File: src/rtl/battle_engine.sv
// battle_engine: turn-based battle controller for the game FSM's Battle state.
//
// Ports:
//   Clk, Reset (async, active-low)
//   start_battle, new_team    1-cycle pulses from the game FSM
//   keycode[7:0]              raw USB keycode, held while the key is down
//   my_team[2:0][2:0]         species id per team slot
//   end_battle, result        1-cycle finish pulse and win(1)/loss(0) flag
//   my_cur, enemy_cur_id      active team slot and enemy species (sprite select)
//   my_hp, enemy_hp           HP of the active slot (combinational) and of the enemy
//   menu_sel                  highlighted menu entry
//   busy                      high whenever not in IDLE
//
// Optional feature: define BATTLE_HEAL_EN to add a once-per-battle HEAL entry
// (menu index 3, +20 HP saturating at MAX_HP).
module battle_engine #(
    parameter int MAX_HP       = 100,
    parameter int ENEMY_MAX_HP = 80,
    parameter int BASE_ATK     = 10,
    parameter int ENEMY_ATK    = 6,
    parameter int TURN_DELAY   = 16
) (
    input  logic            Clk,
    input  logic            Reset,
    input  logic            start_battle,
    input  logic            new_team,
    input  logic [7:0]      keycode,
    input  logic [2:0][2:0] my_team,
    output logic            end_battle,
    output logic            result,
    output logic [1:0]      my_cur,
    output logic [2:0]      enemy_cur_id,
    output logic [7:0]      my_hp,
    output logic [7:0]      enemy_hp,
    output logic [1:0]      menu_sel,
    output logic            busy
);

    localparam logic [2:0] S_IDLE  = 3'd0;
    localparam logic [2:0] S_PTURN = 3'd1;
    localparam logic [2:0] S_PACT  = 3'd2;
    localparam logic [2:0] S_EACT  = 3'd3;
    localparam logic [2:0] S_DONE  = 3'd4;

    localparam logic [7:0] K_W     = 8'h1A;
    localparam logic [7:0] K_S     = 8'h16;
    localparam logic [7:0] K_ENTER = 8'h28;

    localparam logic [1:0] A_ATTACK = 2'd0;
    localparam logic [1:0] A_HEAVY  = 2'd1;
    localparam logic [1:0] A_SWITCH = 2'd2;
`ifdef BATTLE_HEAL_EN
    localparam logic [1:0] A_HEAL    = 2'd3;
    localparam logic [1:0] MENU_LAST = 2'd3;
`else
    localparam logic [1:0] MENU_LAST = 2'd2;
`endif

    localparam logic [7:0]  MAX8     = 8'(MAX_HP);
    localparam logic [15:0] DLY_LAST = 16'(TURN_DELAY - 1);

    logic [2:0]       state_q, state_d;
    logic [2:0][7:0]  hp_q, hp_d;
    logic [7:0]       enemy_hp_q, enemy_hp_d;
    logic [1:0]       my_cur_q, my_cur_d;
    logic [2:0]       enemy_id_q, enemy_id_d;
    logic [1:0]       menu_q, menu_d;
    logic [1:0]       action_q, action_d;
    logic             end_q, end_d;
    logic             result_q, result_d;
    logic             busy_q, busy_d;
    logic [15:0]      lfsr_q, lfsr_d;
    logic [15:0]      dly_q, dly_d;
    logic [7:0]       key_prev_q, key_prev_d;
`ifdef BATTLE_HEAL_EN
    logic             heal_used_q, heal_used_d;
    logic [8:0]       heal_sum;
`endif

    logic       key_evt, key_w, key_s, key_enter;
    logic [7:0] atk;
    logic [8:0] edmg;

    // Next alive slot strictly after cur (wrapping); cur itself if none.
    function automatic logic [1:0] next_alive(input logic [1:0] cur, input logic [2:0][7:0] hp);
        logic [1:0] n1, n2;
        n1 = (cur == 2'd2) ? 2'd0 : cur + 2'd1;
        n2 = (n1 == 2'd2) ? 2'd0 : n1 + 2'd1;
        if (hp[n1] != 8'd0) return n1;
        if (hp[n2] != 8'd0) return n2;
        return cur;
    endfunction

    function automatic logic [7:0] sat_sub(input logic [7:0] a, input logic [8:0] b);
        return ({1'b0, a} <= b) ? 8'd0 : a - b[7:0];
    endfunction

    // Edge-detected keys: a held key yields one event on its first cycle.
    assign key_evt   = (keycode != key_prev_q);
    assign key_w     = key_evt && (keycode == K_W);
    assign key_s     = key_evt && (keycode == K_S);
    assign key_enter = key_evt && (keycode == K_ENTER);

    assign atk  = 8'(BASE_ATK) + {4'd0, my_team[my_cur_q], 1'b0};
    assign edmg = {1'b0, 8'(ENEMY_ATK)} + {6'd0, lfsr_q[2:0]};

    always_comb begin
        state_d    = state_q;
        hp_d       = hp_q;
        enemy_hp_d = enemy_hp_q;
        my_cur_d   = my_cur_q;
        enemy_id_d = enemy_id_q;
        menu_d     = menu_q;
        action_d   = action_q;
        result_d   = result_q;
        dly_d      = dly_q;
        key_prev_d = keycode;
        // Fibonacci taps 16,14,13,11 in right-shift form.
        lfsr_d     = {lfsr_q[0] ^ lfsr_q[2] ^ lfsr_q[3] ^ lfsr_q[5], lfsr_q[15:1]};
`ifdef BATTLE_HEAL_EN
        heal_used_d = heal_used_q;
        heal_sum    = {1'b0, hp_q[my_cur_q]} + 9'd20;
`endif
        case (state_q)
            S_IDLE: begin
                if (new_team) begin
                    hp_d     = {3{MAX8}};
                    my_cur_d = 2'd0;
                end
                if (start_battle) begin
                    enemy_id_d = lfsr_q[2:0];
                    enemy_hp_d = 8'(ENEMY_MAX_HP);
                    menu_d     = 2'd0;
                    result_d   = 1'b0;
`ifdef BATTLE_HEAL_EN
                    heal_used_d = 1'b0;
`endif
                    state_d    = S_PTURN;
                end
            end
            S_PTURN: begin
                if (key_enter) begin
                    action_d = menu_q;
                    dly_d    = 16'd0;
                    state_d  = S_PACT;
                end else if (key_w) begin
                    menu_d = (menu_q == 2'd0) ? MENU_LAST : menu_q - 2'd1;
                end else if (key_s) begin
                    menu_d = (menu_q == MENU_LAST) ? 2'd0 : menu_q + 2'd1;
                end
            end
            S_PACT: begin
                if (dly_q == 16'd0) begin
                    case (action_q)
                        A_ATTACK: enemy_hp_d = sat_sub(enemy_hp_q, {1'b0, atk});
                        A_HEAVY:  if (lfsr_q[3]) enemy_hp_d = sat_sub(enemy_hp_q, {atk, 1'b0});
                        A_SWITCH: my_cur_d = next_alive(my_cur_q, hp_q);
`ifdef BATTLE_HEAL_EN
                        A_HEAL: if (!heal_used_q) begin
                            hp_d[my_cur_q] = (heal_sum > {1'b0, MAX8}) ? MAX8 : heal_sum[7:0];
                            heal_used_d    = 1'b1;
                        end
`endif
                        default: ;
                    endcase
                end
                // Decide on the post-action value so TURN_DELAY = 1 works too.
                if (dly_q == DLY_LAST) begin
                    dly_d = 16'd0;
                    if (enemy_hp_d == 8'd0) begin
                        result_d = 1'b1;
                        state_d  = S_DONE;
                    end else begin
                        state_d  = S_EACT;
                    end
                end else begin
                    dly_d = dly_q + 16'd1;
                end
            end
            S_EACT: begin
                if (dly_q == 16'd0) hp_d[my_cur_q] = sat_sub(hp_q[my_cur_q], edmg);
                if (dly_q == DLY_LAST) begin
                    dly_d = 16'd0;
                    if (hp_d[my_cur_q] != 8'd0) begin
                        state_d = S_PTURN;
                    end else if (next_alive(my_cur_q, hp_d) != my_cur_q) begin
                        my_cur_d = next_alive(my_cur_q, hp_d);
                        state_d  = S_PTURN;
                    end else begin
                        result_d = 1'b0;
                        state_d  = S_DONE;
                    end
                end else begin
                    dly_d = dly_q + 16'd1;
                end
            end
            S_DONE:  state_d = S_IDLE;
            default: state_d = S_IDLE;
        endcase
        // Registered outputs track the state being entered.
        end_d  = (state_d == S_DONE);
        busy_d = (state_d != S_IDLE);
    end

    always_ff @(posedge Clk or negedge Reset) begin
        if (!Reset) begin
            state_q    <= S_IDLE;
            hp_q       <= {3{MAX8}};
            enemy_hp_q <= 8'd0;
            my_cur_q   <= 2'd0;
            enemy_id_q <= 3'd0;
            menu_q     <= 2'd0;
            action_q   <= 2'd0;
            end_q      <= 1'b0;
            result_q   <= 1'b0;
            busy_q     <= 1'b0;
            lfsr_q     <= 16'hACE1;
            dly_q      <= 16'd0;
            key_prev_q <= 8'd0;
`ifdef BATTLE_HEAL_EN
            heal_used_q <= 1'b0;
`endif
        end else begin
            state_q    <= state_d;
            hp_q       <= hp_d;
            enemy_hp_q <= enemy_hp_d;
            my_cur_q   <= my_cur_d;
            enemy_id_q <= enemy_id_d;
            menu_q     <= menu_d;
            action_q   <= action_d;
            end_q      <= end_d;
            result_q   <= result_d;
            busy_q     <= busy_d;
            lfsr_q     <= lfsr_d;
            dly_q      <= dly_d;
            key_prev_q <= key_prev_d;
`ifdef BATTLE_HEAL_EN
            heal_used_q <= heal_used_d;
`endif
        end
    end

    assign end_battle   = end_q;
    assign result       = result_q;
    assign my_cur       = my_cur_q;
    assign enemy_cur_id = enemy_id_q;
    assign my_hp        = hp_q[my_cur_q];
    assign enemy_hp     = enemy_hp_q;
    assign menu_sel     = menu_q;
    assign busy         = busy_q;

endmodule

File: config.mk
export PLATFORM = sky130hd
export DESIGN_NAME = battle_engine
export DESIGN_NICKNAME = d
export VERILOG_FILES = /design/src/rtl/battle_engine.sv
export SDC_FILE = /design/constraint.sdc
export NUM_CORES = 1
export LEC_CHECK = 0
export ABC_AREA = 1
export BUFFER_PORTS_ARGS = -buffer_cell sky130_fd_sc_hd__buf_2
export CAP_MARGIN = 20
export CORE_ASPECT_RATIO = 0.9
export CORE_MARGIN = 2
export CORE_UTILIZATION = 26
export CTS_CLUSTER_DIAMETER = 100
export CTS_CLUSTER_SIZE = 20
export DETAILED_ROUTE_END_ITERATION = 16
export HOLD_SLACK_MARGIN = 0.1
export SETUP_SLACK_MARGIN = 0.3
export SYNTH_ARGS = -nofsm -noshare
export SYNTH_HDL_FRONTEND = slang
export SYNTH_SLANG_ARGS = --single-unit
export TNS_END_PERCENT = 10
File: constraint.sdc
create_clock -name Clk -period 7.85 [get_ports Clk]
set_input_delay 0.785 -clock Clk [delete_from_list [all_inputs] [get_ports Clk]]
set_output_delay 0.785 -clock Clk [all_outputs]
set_load 0.005 [all_outputs]
# == Yosys cells after proc, flatten, opt, wreduce, memory -nomap -nowiden ==
# Index checks and enable logic that the tools add are counted.
# word_totals
ff_bits,87
memories,0
out_inout_bits,26
ramBits,0
latch_bits,0
romBits,0
# op_classes
div_mod_pow,0
n_mux,104
n_shift,0
addsub,10
eq_ne,30
n_lt_le_gt_ge,7
bitwise,3
n_reduce_logical,29
multipliers,0
# op_table
cell,n
2-to-1 mux 8 bit,14
binary-select mux 8 bit (select 2 bit),6
2-to-1 mux 24 bit,3
2-to-1 mux 2 bit,27
one-hot mux 24 bit (2 select lines),1
nonzero test 8 bit,5
2-to-1 mux 1 bit,33
2-to-1 mux 16 bit,2
one-hot mux 16 bit (2 select lines),1
one-hot mux 8 bit (2 select lines),2
bitwise mux 24 bit,1
2-to-1 mux 3 bit,8
!= test 2 bit (second input constant),11
adder 16 x 1 -> 16 bit (second input constant),1
demux 8 bit (select 2 bit),1
equality test 16 x 4 -> 1 bit (second input constant),1
equality test 8 x 5 -> 1 bit (second input constant),2
zero test 16 bit,1
one-hot mux 3 bit (4 select lines),1
AND reduction 2 bit,5
less-than comparator 2 x 3 -> 1 bit (second input constant),3
!= test 3 bit (second input constant),3
AND reduction 9 bit,1
equality test 2 bit (second input constant),4
other kinds (33),46

# == Logic depth before layout (Yosys ltp) ==
# logic_depth
word_depth,39
depth_mapped,28

# == Least setup slack after synthesis ==
# OpenSTA, ideal clock, no wires.
# synth_timing
path_type,register -> register
start,"register my_cur_q[0], in the netlist my_cur[0]"
end,"register end_q, in the netlist end_battle"
setup_slack_ps,4256
required_ps,7723
t_arrival_ps,3467
period_less_slack_ps,3594
stages_incl_launch_ff,27
path_cell_list,dfrtp_1 > buf_2 > buf_2 > nand2_1 > clkinv_1 > a22oi_1 > and2_1 > inv_1 > ha_1 > xor2_1 > ha_1 > nand2_1 > nand2_1 > nand2_1 > nand2_1 > nand2_1 > a21boi_0 > nand3_1 > nand2_1 > nand2_1 > nand2_1 > nor2_1 > nand3_1 > nand2_1 > a21oi_1 > o21a_1 > nor3_1
# synth_between
elab_chain_cells,26
elab_cells_between_ends,66
classes_between,add/sub (6); order compare (5); eq/ne (4); mux (46); reduce/logical (5)
# synth_lines
item,line,text
start: declaration,65,"logic [1:0] my_cur_q, my_cur_d;"
start signal: assignment,227,my_cur_q <= my_cur_d;
binary-select mux 8 bit (select 2 bit) (tied with other cells),181,"if (dly_q == 16'd0) hp_d[my_cur_q] = sat_sub(hp_q[my_cur_q], edmg);"
2-to-1 mux 8 bit (implied by the code) / logical AND 1 bit (equally long branches),181,
subtractor 8 x 4 -> 8 bit (tied with other cells),95,"return ({1'b0, a} <= b) ? 8'd0 : a - b[7:0];"
2-to-1 mux 8 bit / demux 8 bit (select 2 bit) (equally long branches),"95, 181",
bitwise mux 24 bit,181,
2-to-1 mux 24 bit,181,
2-to-1 mux 24 bit,124,case (state_q)
binary-select mux 8 bit (select 2 bit),90,if (hp[n2] != 8'd0) return n2;
[11 not listed],-,
2-to-1 mux 2 bit,124,
!= test 2 bit,186,"end else if (next_alive(my_cur_q, hp_d) != my_cur_q) begin"
2-to-1 mux 3 bit,186,
2-to-1 mux 3 bit,184,if (hp_d[my_cur_q] != 8'd0) begin
2-to-1 mux 3 bit,182,if (dly_q == DLY_LAST) begin
one-hot mux 3 bit (4 select lines) (*),124,
equality test 3 bit (*),201,end_d = (state_d == S_DONE);
net end_d,69,"logic end_q, end_d;"
end signal: assignment,231,end_q <= end_d;
end: declaration,69,
# Mark *: on every way through the listed nets, which the timed path passes. The rest lies on a longest branch. The select of a mux whose other input is x is not followed.
# A chain may end at the register's enable or synchronous reset.

# == Worst setup path in the final report ==
# layout_timing
start,"register my_cur_q[1], in the netlist my_cur[1]"
end,register state_q[2]
# layout_between
elab_chain_cells,25
elab_cells_between_ends,65
classes_between,add/sub (6); order compare (5); eq/ne (3); mux (46); reduce/logical (5)
# layout_lines
item,line,text
binary-select mux 8 bit (select 2 bit) (tied with other cells),181,
2-to-1 mux 8 bit (implied by the code) / logical AND 1 bit (equally long branches),181,
subtractor 8 x 4 -> 8 bit (tied with other cells),95,
2-to-1 mux 8 bit / demux 8 bit (select 2 bit) (equally long branches),"95, 181",
bitwise mux 24 bit,181,
2-to-1 mux 24 bit,181,
2-to-1 mux 24 bit,124,
binary-select mux 8 bit (select 2 bit),90,
[10 not listed],-,
2-to-1 mux 2 bit,182,
2-to-1 mux 2 bit,124,
!= test 2 bit,186,
2-to-1 mux 3 bit,186,
2-to-1 mux 3 bit,184,
2-to-1 mux 3 bit,182,
one-hot mux 3 bit (4 select lines) (*),124,
net state_d[2],62,"logic [2:0] state_q, state_d;"
end signal: assignment,224,state_q <= state_d;
end: declaration,62,
# Marked as above.

==> results.json <==
{
  "status": "finished, final reports clean",
  "ir_worst_vdd_uv": 98.2,
  "die_area_um2": 23300,
  "first_global_vias": 5203,
  "drtPass1Iterations": 5,
  "r2r_end": "state_q[2]",
  "synth_area_leader_cell": "dfrtp_1",
  "port-buffer-count": 46,
  "grt-ovfl-total": 0,
  "synthArstFlopShare_pct": 100,
  "worst_ep_required_time_ns": 8.07,
  "cellInternalPower_mw": 0.881,
  "die_height_um": 145,
  "grt_usage_pct": 13.8,
  "drt_wl_total_um": 15700,
  "fin_crit_sh_pct": 60.7,
  "io_pins": 47,
  "whs_path_depth": 0,
  "syn-cell-area_um2": 5740,
  "drt_first_iter_violations": 501,
  "critical_path.max_fanout": 34,
  "post_cts_buffers": 0,
  "drv_slew": 0,
  "drive_gt1_share_pct": 12.2,
  "rows": 51,
  "stdcell_count": 1138,
  "setup_viol": 0,
  "skew_ns": 0.00781,
  "yosysMostFrequentCell": "nand2_1",
  "power_frac_clock_pct": 28.9,
  "gp_congestion": 0.948,
  "n_antenna_cell": 0,
  "finalSetupTns_ns": 0,
  "cts_buffers": 9,
  "end_kind": "flop",
  "clock.fmax_mhz": 210,
  "synth.avg_cell_area_um2": 7.17,
  "p_leak_nw": 3.09,
  "ctsHoldBuffers": 0,
  "grt_max_degree": 46,
  "start_util_pct": 26.5,
  "netlist_instances": 800,
  "pwr_density_cell_nw_per_um2": 222,
  "worst_setup_path_start_kind": "flop",
  "max_slew_margin_pct": 35.2,
  "drc": 0,
  "tightest_slew_ns": 0.973,
  "r2r_setup_slack_ns": 3.08,
  "slowest_stage": "dfrtp_1",
  "ys_top_cells_by_area": "dfrtp_1, nand2_1, dfstp_2",
  "fp.coreArea_um2": 21600,
  "yosysUniqueCellTypes": 45,
  "cts_root_buffer": "clkbuf_16",
  "p_sw_mw": 0.575,
  "dpl.hpwl_um": 12100,
  "synth_nets": 843,
  "ys_seq_area_share_pct": 38.3,
  "wl_per_cell_um": 13.8,
  "ys_ff_latch": 87,
  "synth_edf_count": 0,
  "swShare_pct": 39.5,
  "holdWs_ns": 0.348,
  "vias": 5400,
  "path_class": "flop to flop",
  "hold_path.startpoint": "lfsr_q[4]",
  "dpl_cell_area_um2": 6260,
  "synth_top_area_share_pct": 30.5,
  "htree_num_levels": 3,
  "ff2ff_path_depth": 25,
  "cts_tree": "built",
  "nets": 885,
  "cts_repair_resize_count": 0,
  "fin_crit_ns": 4.77,
  "synth_flop_cell": "dfrtp_1",
  "max_stage_delay_ns": 0.98,
  "clk_pin_slew_ns": 0.07,
  "insertion_delay_ns": 0.34,
  "drv_cap": 0,
  "power_frac_comb_pct": 34.7,
  "placed_cells": 1122,
  "vias_per_cell": 4.75,
  "ys_warn_count": 0,
  "final-hold-violation-count": 0,
  "cts_sinks": 87,
  "hold_path_class": "flop to flop",
  "grt_pass1_wl_um": 26100,
  "rr_startpoint": "my_cur[1]",
  "worst_path_most_repeated_cell": "nand2_1",
  "rsz0062_at_grt": "no",
  "p_seq_share_pct": 36.5,
  "hold_end": "lfsr_q[3]",
  "areaGrowthSynthToFinish_pct": 14.3,
  "netlist_top_cells_count": "nand2_1, inv_1, nor2_1",
  "fin_area_um2": 6550,
  "ctsLongestPathBuffers": 2,
  "ant_nets": 0,
  "cp.arrival_ns": 4.99,
  "die-width_um": 161,
  "antenna_found_initial": 1
}
sequential cells by signal, summed over array words and instances (netlist names), 3 cells and up:
name,count
state_q,3
dly_q,16
enemy_cur_id,3
hp_q,24
key_prev_q,8
enemy_hp,8
lfsr_q,16
per-layer routing:
metal  share of wire [%]  global-route usage, %  up-vias
li1                    -                      -     2719
met1                  49                   19.9     2509
met2                  44                   20.8      152
met3                 4.9                   1.97       20
met4                 2.0                   5.14        0
met5                   0                      0        -
cell usage in the layout, fill, tap and decap left out, types with 4 or more instances in the layout:
| cell | netlist | routed |
|---|---|---|
| a22oi_1 | 10 | 10 |
| ha_1 | 19 | 19 |
| nand3_1 | 58 | 58 |
| inv_2 | 4 | 4 |
| nor4_1 | 7 | 7 |
| nand3_2 | 4 | 4 |
| clkbuf_16 | 0 | 9 |
| nand2_1 | 198 | 198 |
| dfstp_2 | 17 | 17 |
| a21oi_1 | 33 | 33 |
| nor3_1 | 22 | 22 |
| o22ai_1 | 19 | 19 |
| dfrtp_1 | 70 | 70 |
| inv_1 | 114 | 114 |
| xor2_1 | 7 | 7 |
| buf_2 | 6 | 45 |
| nor2_2 | 6 | 6 |
| nor2_1 | 79 | 79 |
| o21ai_0 | 48 | 48 |
| nand4_1 | 22 | 22 |
| xnor2_1 | 12 | 12 |
power groups by stage:
stage / clock network (mW) / registers [mW] / logic (mW)
detailed placement: 0 / 0.537 / 0.504
finish: 0.420 / 0.531 / 0.505
global placement: 0 / 0.537 / 0.504
floorplan: 0 / 0.524 / 0.374
global route: 0.450 / 0.537 / 0.576
CTS: 0.432 / 0.530 / 0.506
kinds of logic after synthesis:
| kind of cell | count (synthesis) | share of synthesized area (%) |
|---|---|---|
| adders and majority gates | 22 | 5.19 |
| xor gates and xnor gates | 19 | 2.90 |
| buffers and inverters | 137 | 9.36 |
| and+or+nand+nor | 406 | 31.2 |
| AOI/OAI and AO/OA | 129 | 13.0 |
| DFF | 87 | 38.3 |
cell type report:
type / count / area, µm²
fill: 2332 / 15100
multi-input combinational: 576 / 3000
sequential: 87 / 2200
inverter: 120 / 450
tap: 291 / 364
clock buffer: 11 / 253
timing repair buffer: 48 / 248
clock inverter: 5 / 40.0
how the worst max path moves through the flow:
stage / to / startpoint / slack (ns) / cells after the start
floorplan: end_battle / my_cur[0] / 4.26 / 26
global placement: state_q[2] / my_cur[1] / 3.15 / 25
detailed placement: state_q[2] / my_cur[1] / 3.08 / 25
CTS: state_q[2] / my_cur[1] / 3.07 / 25
global route: my_cur[1] / my_cur[1] / 2.51 / 20
finish: state_q[2] / my_cur[1] / 3.08 / 25
worst max-delay path: cells and delay by family, from the launching register on:
| kind | cells | cell delay [ns] |
|---|---|---|
| AO/OA/AOI/OAI | 4 | 0.95 |
| XOR/XNOR | 1 | 0.18 |
| adder cells (fa/ha/maj) | 2 | 0.58 |
| buffers and inverters | 3 | 0.56 |
| flip-flops | 1 | 0.98 |
| AND/OR/NAND/NOR | 15 | 1.39 |
per-stage QoR:
stage          power (mW)  worst slack, ns  utilization, %
2_1_floorplan       0.898             4.26               -
3_3_place_gp         1.04             3.15            28.9
3_5_place_dp         1.04             3.08            28.9
4_1_cts              1.47             3.07            30.3
5_1_grt              1.56             2.51            30.3
6_report             1.46             3.08            30.3
No activity file was read; power rests on OpenSTA's default activity.
